## config.mk

```make
export PLATFORM = sky130hd
export DESIGN_NAME = snake_merge4
export DESIGN_NICKNAME = d
export VERILOG_FILES = /design/src/rtl/snake_merge4.sv
export SDC_FILE = /design/constraint.sdc
export NUM_CORES = 1
export LEC_CHECK = 0
export CAP_MARGIN = 15
export CORE_MARGIN = 2
export CORE_UTILIZATION = 45
export DETAILED_ROUTE_END_ITERATION = 7
export PLACE_DENSITY = 0.79
export SYNTH_ARGS = -nofsm -noshare
export SYNTH_HDL_FRONTEND = slang
export SYNTH_SLANG_ARGS = --single-unit
```

## constraint.sdc

```tcl
create_clock -name clk -period 10.79 [get_ports clk]
set_clock_uncertainty 0.2 [all_clocks]
set_input_delay 3.237 -clock clk [delete_from_list [all_inputs] [get_ports clk]]
set_output_delay 3.237 -clock clk [all_outputs]
set_load 0.01 [all_outputs]
```

## src/rtl/snake_merge4.sv

```systemverilog
// snake_merge4: four valid/ready lanes merged round-robin into one stream via a 2-entry buffer.
// Optional lane tagging of each buffered word is enabled with SNAKE_MERGE4_LANE_TAG_EN.
module snake_merge4 #(
  parameter int WIDTH = 8
) (
  input  logic               clk,
  input  logic               rst,
  input  logic [3:0]         in_valid,
  output logic [3:0]         in_ready,
  input  logic [4*WIDTH-1:0] in_data,
  output logic               out_valid,
  input  logic               out_ready,
  output logic [WIDTH-1:0]   out_data,
  output logic [1:0]         out_lane
);

  logic [1:0]       ptr, ptr_d;
  logic [1:0]       count, count_d;
  logic [15:0]      beat_cnt, beat_cnt_d;
  logic [WIDTH-1:0] head_data_q, head_data_d;
  logic [WIDTH-1:0] tail_data_q, tail_data_d;

  logic             found;
  logic [1:0]       gidx;
  logic [1:0]       idx;
  logic             push, pop;
  logic [WIDTH-1:0] sel_data;

  always_comb begin
    found = 1'b0;
    gidx  = ptr;
    idx   = ptr;
    for (int k = 0; k < 4; k++) begin
      idx = ptr + 2'(k);
      if (!found && in_valid[idx]) begin
        found = 1'b1;
        gidx  = idx;
      end
    end
  end

  // Acceptance depends only on the grant and buffer occupancy, never on out_ready.
  always_comb begin
    in_ready = 4'b0000;
    if (found && (count != 2'd2) && !rst) in_ready = 4'b0001 << gidx;
  end

  assign push     = |(in_valid & in_ready);
  assign pop      = out_valid && out_ready;
  assign sel_data = in_data[gidx*WIDTH +: WIDTH];

  always_comb begin
    count_d     = count;
    ptr_d       = ptr;
    head_data_d = head_data_q;
    tail_data_d = tail_data_q;
    beat_cnt_d  = pop ? beat_cnt + 16'd1 : beat_cnt;
    if (push) ptr_d = gidx + 2'd1;
    case ({push, pop})
      2'b10: begin
        if (count == 2'd0) head_data_d = sel_data;
        else               tail_data_d = sel_data;
        count_d = count + 2'd1;
      end
      2'b01: begin
        if (count == 2'd2) head_data_d = tail_data_q;
        count_d = count - 2'd1;
      end
      2'b11: head_data_d = sel_data;
      default: ;
    endcase
  end

  always_ff @(posedge clk) begin
    if (rst) begin
      count       <= 2'd0;
      ptr         <= 2'd0;
      beat_cnt    <= 16'd0;
      head_data_q <= '0;
    end else begin
      count       <= count_d;
      ptr         <= ptr_d;
      beat_cnt    <= beat_cnt_d;
      head_data_q <= head_data_d;
    end
    tail_data_q <= tail_data_d;
  end

  assign out_valid = (count != 2'd0);
  assign out_data  = head_data_q;

`ifdef SNAKE_MERGE4_LANE_TAG_EN
  logic [1:0] head_lane_q, head_lane_d;
  logic [1:0] tail_lane_q, tail_lane_d;

  always_comb begin
    head_lane_d = head_lane_q;
    tail_lane_d = tail_lane_q;
    case ({push, pop})
      2'b10: begin
        if (count == 2'd0) head_lane_d = gidx;
        else               tail_lane_d = gidx;
      end
      2'b01: if (count == 2'd2) head_lane_d = tail_lane_q;
      2'b11: head_lane_d = gidx;
      default: ;
    endcase
  end

  always_ff @(posedge clk) begin
    if (rst) head_lane_q <= 2'd0;
    else     head_lane_q <= head_lane_d;
    tail_lane_q <= tail_lane_d;
  end

  assign out_lane = head_lane_q;
`else
  assign out_lane = 2'b00;
`endif

endmodule
```

# After elaboration in Yosys (flattened, before gate mapping)
# Index checks and enable logic that the tools add are counted.
# Widths: inputs -> output; s select.
# totals
ff_bits	20
# classes
n_addsub	6
order_cmp	4
n_eq_ne	7
shifts	2
muxes	20
bitwise	2
n_reduce_logical	17
# ops
op	n
$shiftx 32x6->8	1
$pmux 8 s3	1
$mux 8	2
$lt 2x3->1 const B	4
$bmux 1 s2	4
$mux 1	8
$add 2x1->2 const B	3
$eq 2x2->1 const B	3
$logic_and 1x1->1	6
$mux 2	3
$ne 2x2->1 const B	3
$add 2x2->2 const B	2
$and 4x4->4	1
$logic_not 1->1	4
$mux 4	1
$pmux 2 s2	1
$reduce_bool 2->1	2
$reduce_or 4->1	1
$shl 1x2->4 const A	1
$reduce_and 3->1	1
$reduce_bool 3->1	1
$eq 2x1->1 const B	1
$logic_not 2->1	1
$reduce_and 2->1	1
2 further kinds	2

# Depth between registers and ports, before layout
# depth
depth_word	20
mapped_depth	10
ltp_nobuf	9

# Worst setup path before layout
# Ideal clock, no wire load.
# synth_path
path_type	input port to output port
from	in in_valid[2]
to	out in_ready[1]
arrival_time_ns	4.465
t_required_ns	7.353
slack_ns	2.888
cell_stages	6
path_buffers	2
path_cell_list	nor2b_1 > o21a_1 > or2_2 > buf_2 > buf_2 > nor3_1
# synth_between
elab_chain_cells	15
elab_cells_between_ends	25
cone_classes	shift: 1; mux: 16; reduce/logical: 8
# synth_lines
element	line	rtl
from (decl)	8	input logic [3:0] in_valid,
$bmux 1 s2	35	if (!found && in_valid[idx]) begin
$mux 1 (not written as such)	35	
$mux 1	35	
$logic_not 1->1	35	
$logic_and 1x1->1	35	
$mux 1	35	
$logic_not 1->1	35	
$logic_and 1x1->1	35	
$mux 1	35	
$logic_not 1->1	35	
$logic_and 1x1->1	35	
$mux 1	35	
$logic_and 1x1->1 (2 in series)	45	if (found && (count != 2'd2) && !rst) in_ready = 4'b0001 << gidx;
$mux 4 *	45	
to (decl)	9	output logic [3:0] in_ready,
# Every way passes the cells marked *; elsewhere a longest branch is shown, timed or not. The select of a mux whose other input is x is not followed.

# Worst setup path in the final report
# Same ends and word-level chain as after synthesis.

==> flow_metrics.tcl <==
set metrics [dict create \
    synth.largest_area_cell "dfxtp_1" \
    final.min_clock_period_ns 9.22 \
    synthesis.area_um2 1570 \
    path_class "in -> out" \
    worstPathArrival_ns 5.78 \
    synth-simple-area-share_pct 27.8 \
    post_cts_hold_buffer_count 0 \
    drt-initial-drc-count 95 \
    power.ir.vdd_worst_mv 0.126 \
    final_max_slew_viol_count 0 \
    start_util_pct 47.1 \
    gp_routability_congestion 0.807 \
    dominant_combinational_cell_family_by_area_after_synthesis "compound AO/OA/AOI/OAI gates" \
    end_kind "output port" \
    hold_violations 0 \
    port-buffer-count 51 \
    core_region_area_um2 3340 \
    reg2reg_to "out_data[1]" \
    crit_path_frequent_cell "clkdlybuf4s50_1" \
    layout.core_utilization_pct 63.6 \
    tritoncts.num_buffers 3 \
    synthCells 180 \
    placement_rows 21 \
    top_level_ports 54 \
    synth-compound-area-share_pct 28.7 \
    synth_adder_area_share_pct 2.39 \
    fin_tns_setup_ns 0 \
    power.static_leakage_nw 0.777 \
    worst_path_largest_cell_delay_ns 0.76 \
    placement.cell_area_um2 2070 \
    synthXorXnorAreaFrac_pct 1.67 \
    crit_path_max_fanout 26 \
    worst_r2r_path_cells 9 \
    num_vias 1584 \
    hold-worst-slack_ns 0.334 \
    timing.critical_path.slowest_stage_cell "o21ai_2" \
    timing.rr.start "count[0]" \
    die_h_um 63.1 \
    post_synth_num_cell_types 40 \
    tritoncts_num_sinks 20 \
    critPathBufInv 2 \
    yosys-mux-area-fraction_pct 0.955 \
    critical_path.top_delay_family "buffers and inverters" \
    grt_use_total_pct 22.6 \
    netlist_top_cells_area "dfxtp_1, edfxtp_1, and4_1, a2111oi_1, a211oi_1" \
    grt_setup_unrepaired "false" \
    yosysWarningCount 0 \
    drt_pass1_iterations 4 \
    path_clk_slew_ns 0.13 \
    area_growth_syn_to_layout_pct 34.9 \
    post_drt_via_cell_ratio 5.93 \
    cts.path.max_buffers 2 \
    grt_overflow 0 \
    timing.hold.worst_path_depth 2 \
    wl_per_cell_um 16.4 \
    cp_cell_sequence "clkdlybuf4s50_1, nor2b_1, o21ai_2, nand3_4, nor3_1, clkdlybuf4s50_1" \
    grt_pass1_wl_um 7200 \
    clock_tree_root_buffer_cell "clkbuf_4" \
    power_density_nw_per_um2 200 \
    final_cell_area_um2 2120 \
    holdCritPathClass "reg -> reg" \
    finalSetupViolCount 0 \
    yosysSeqAreaShare_pct 30.5 \
    layout_worst_path_cycle_share_pct 85.4 \
    drcViolationCount 0 \
    max_slew.worst_pin.slew_ns 0.954 \
    relSlewSlack_pct 36.4 \
    final_cells 267 \
    placed_cells 263 \
    wirelength_um 4390 \
    maximum_number_of_pins_on_one_net_before_global_route_repair 30 \
    cts-htree-levels 1 \
    synth_area_per_cell_um2 8.74 \
    holdPathEnd "out_data[6]" \
    clock.fmax_ghz 0.108 \
    vias_in_the_first_global_route 1590 \
    outcome "finished clean" \
    max_cap_violation_count 0 \
    finalPower_mw 0.425 \
    reg2reg_slack_ns 6.65 \
    synth_top_cell_area_share_pct 15.3 \
    worstPathRequired_ns 7.35 \
    cts_post_setup_buffers_inserted 0 \
    die_area_um2 3980 \
    fp.dieW_um 63.1 \
    antenna_left 0 \
    sum_of_net_half_perimeters_after_detailed_placement_um 3040 \
    place_ws_ns 1.62 \
    hp-start "out_data[6]" \
    post_cts_resized 0 \
    finalWorstSetupSlack_ns 1.57 \
    antenna-diode-count 0 \
    fraction_of_final_layout_cells_with_drive_strength_greater_than_1_pct 6.79 \
    nNetsFinal 264 \
    grt_antenna_before_repair 0 \
    postSynthRegisterBits 20 \
    cts_tree "built" \
    worstSkewPairLatency_ns 0.32 \
    timing.critical_path.from_type "input port" \
]
## synth_stat cells
cell       instances
a2111oi_1          8
a211o_1            1
a211oi_1           9
a21oi_1           10
a221oi_1           1
a31oi_1            8
and2_1             1
and3_1             3
and3b_1            1
and4_1            16
buf_2              9
buf_4              2
clkbuf_1           4
conb_1             1
dfxtp_1           12
edfxtp_1           8
ha_1               3
inv_1             12
mux2_4             1
nand2_1            3
nand2_4            1
nand3_4            1
nand3b_1           8
nor2_1            13
nor2b_1            3
nor2b_2            1
nor3_1            10
nor4_2             1
o211ai_2           1
o21a_1             1
o21ai_0            1
o21ai_2            1
o21bai_1           8
o21bai_2           1
o31ai_1            8
o31ai_4            1
or2_2              2
or3_1              2
xnor2_1            2
xor2_1             1
## power breakdown
group / internal [mW] / switching (mW)
clock: 0.0376 / 0.0271
sequential: 0.108 / 0.0155
combinational: 0.104 / 0.132
## worst max path at each step
stage	startpoint	endpoint	slack, ns	cells after the start
finish	in_valid[2]	in_ready[1]	1.57	6
global route	in_valid[3]	in_ready[1]	1.44	6
CTS	in_valid[2]	in_ready[1]	1.62	6
detailed placement	in_valid[2]	in_ready[1]	1.62	6
global placement	in_valid[2]	in_ready[1]	1.67	6
floorplan	in_valid[2]	in_ready[1]	2.89	6
## area by class of cell
class	instances	area, um^2
Fill cell	304	1210
Multi-Input combinational cell	134	976
Timing Repair Buffer	51	510
Sequential cell	20	480
Tap cell	46	57.6
Inverter	12	45.0
Clock inverter	1	30.0
Clock buffer	3	22.5
## cells by family after synthesis
kind of cell | after synthesis
buf+inv | 27
xor+xnor | 3
other cells | 1
compound gates | 59
simple gates | 66
fa+ha+maj | 3
flops | 20
mux | 1
## worst register-to-register path: cells and delay by family (launching register included)
kind,cells,cell delay (ns)
AOI/OAI and AO/OA,3,1.88
adders and majority gates,1,0.46
buffers and inverters,2,0.29
DFF,1,0.49
muxes,1,0.37
and+or+nand+nor,2,0.32
## cells in the final DEF, fill, tap and decap left out, types with 2 or more instances in the layout
master           instances
a2111oi_1                8
a211oi_1                 9
a21oi_1                 10
a31oi_1                  8
and3_1                   3
and4_1                  16
clkbuf_4                 3
clkdlybuf4s50_1         51
conb_1                   2
dfxtp_1                 12
edfxtp_1                 8
ha_1                     3
inv_1                   12
nand2_1                  3
nand3b_1                 8
nor2_1                  13
nor2b_1                  3
nor3_1                  10
o21bai_1                 8
o31ai_1                  8
or2_2                    2
or3_1                    2
xnor2_1                  2
## metal layers
layer  wire length (um)  global-route usage (%)
met5                  0                       0
met4                116                    10.0
met3                259                    5.89
met2               2200                    39.2
met1               1810                    26.1
## flip-flops by register name (all words and copies together) (netlist names)
register / cells
out_data: 8
tail_data_q: 8
count: 2
ptr: 2
(Power assumes the default switching activity.)
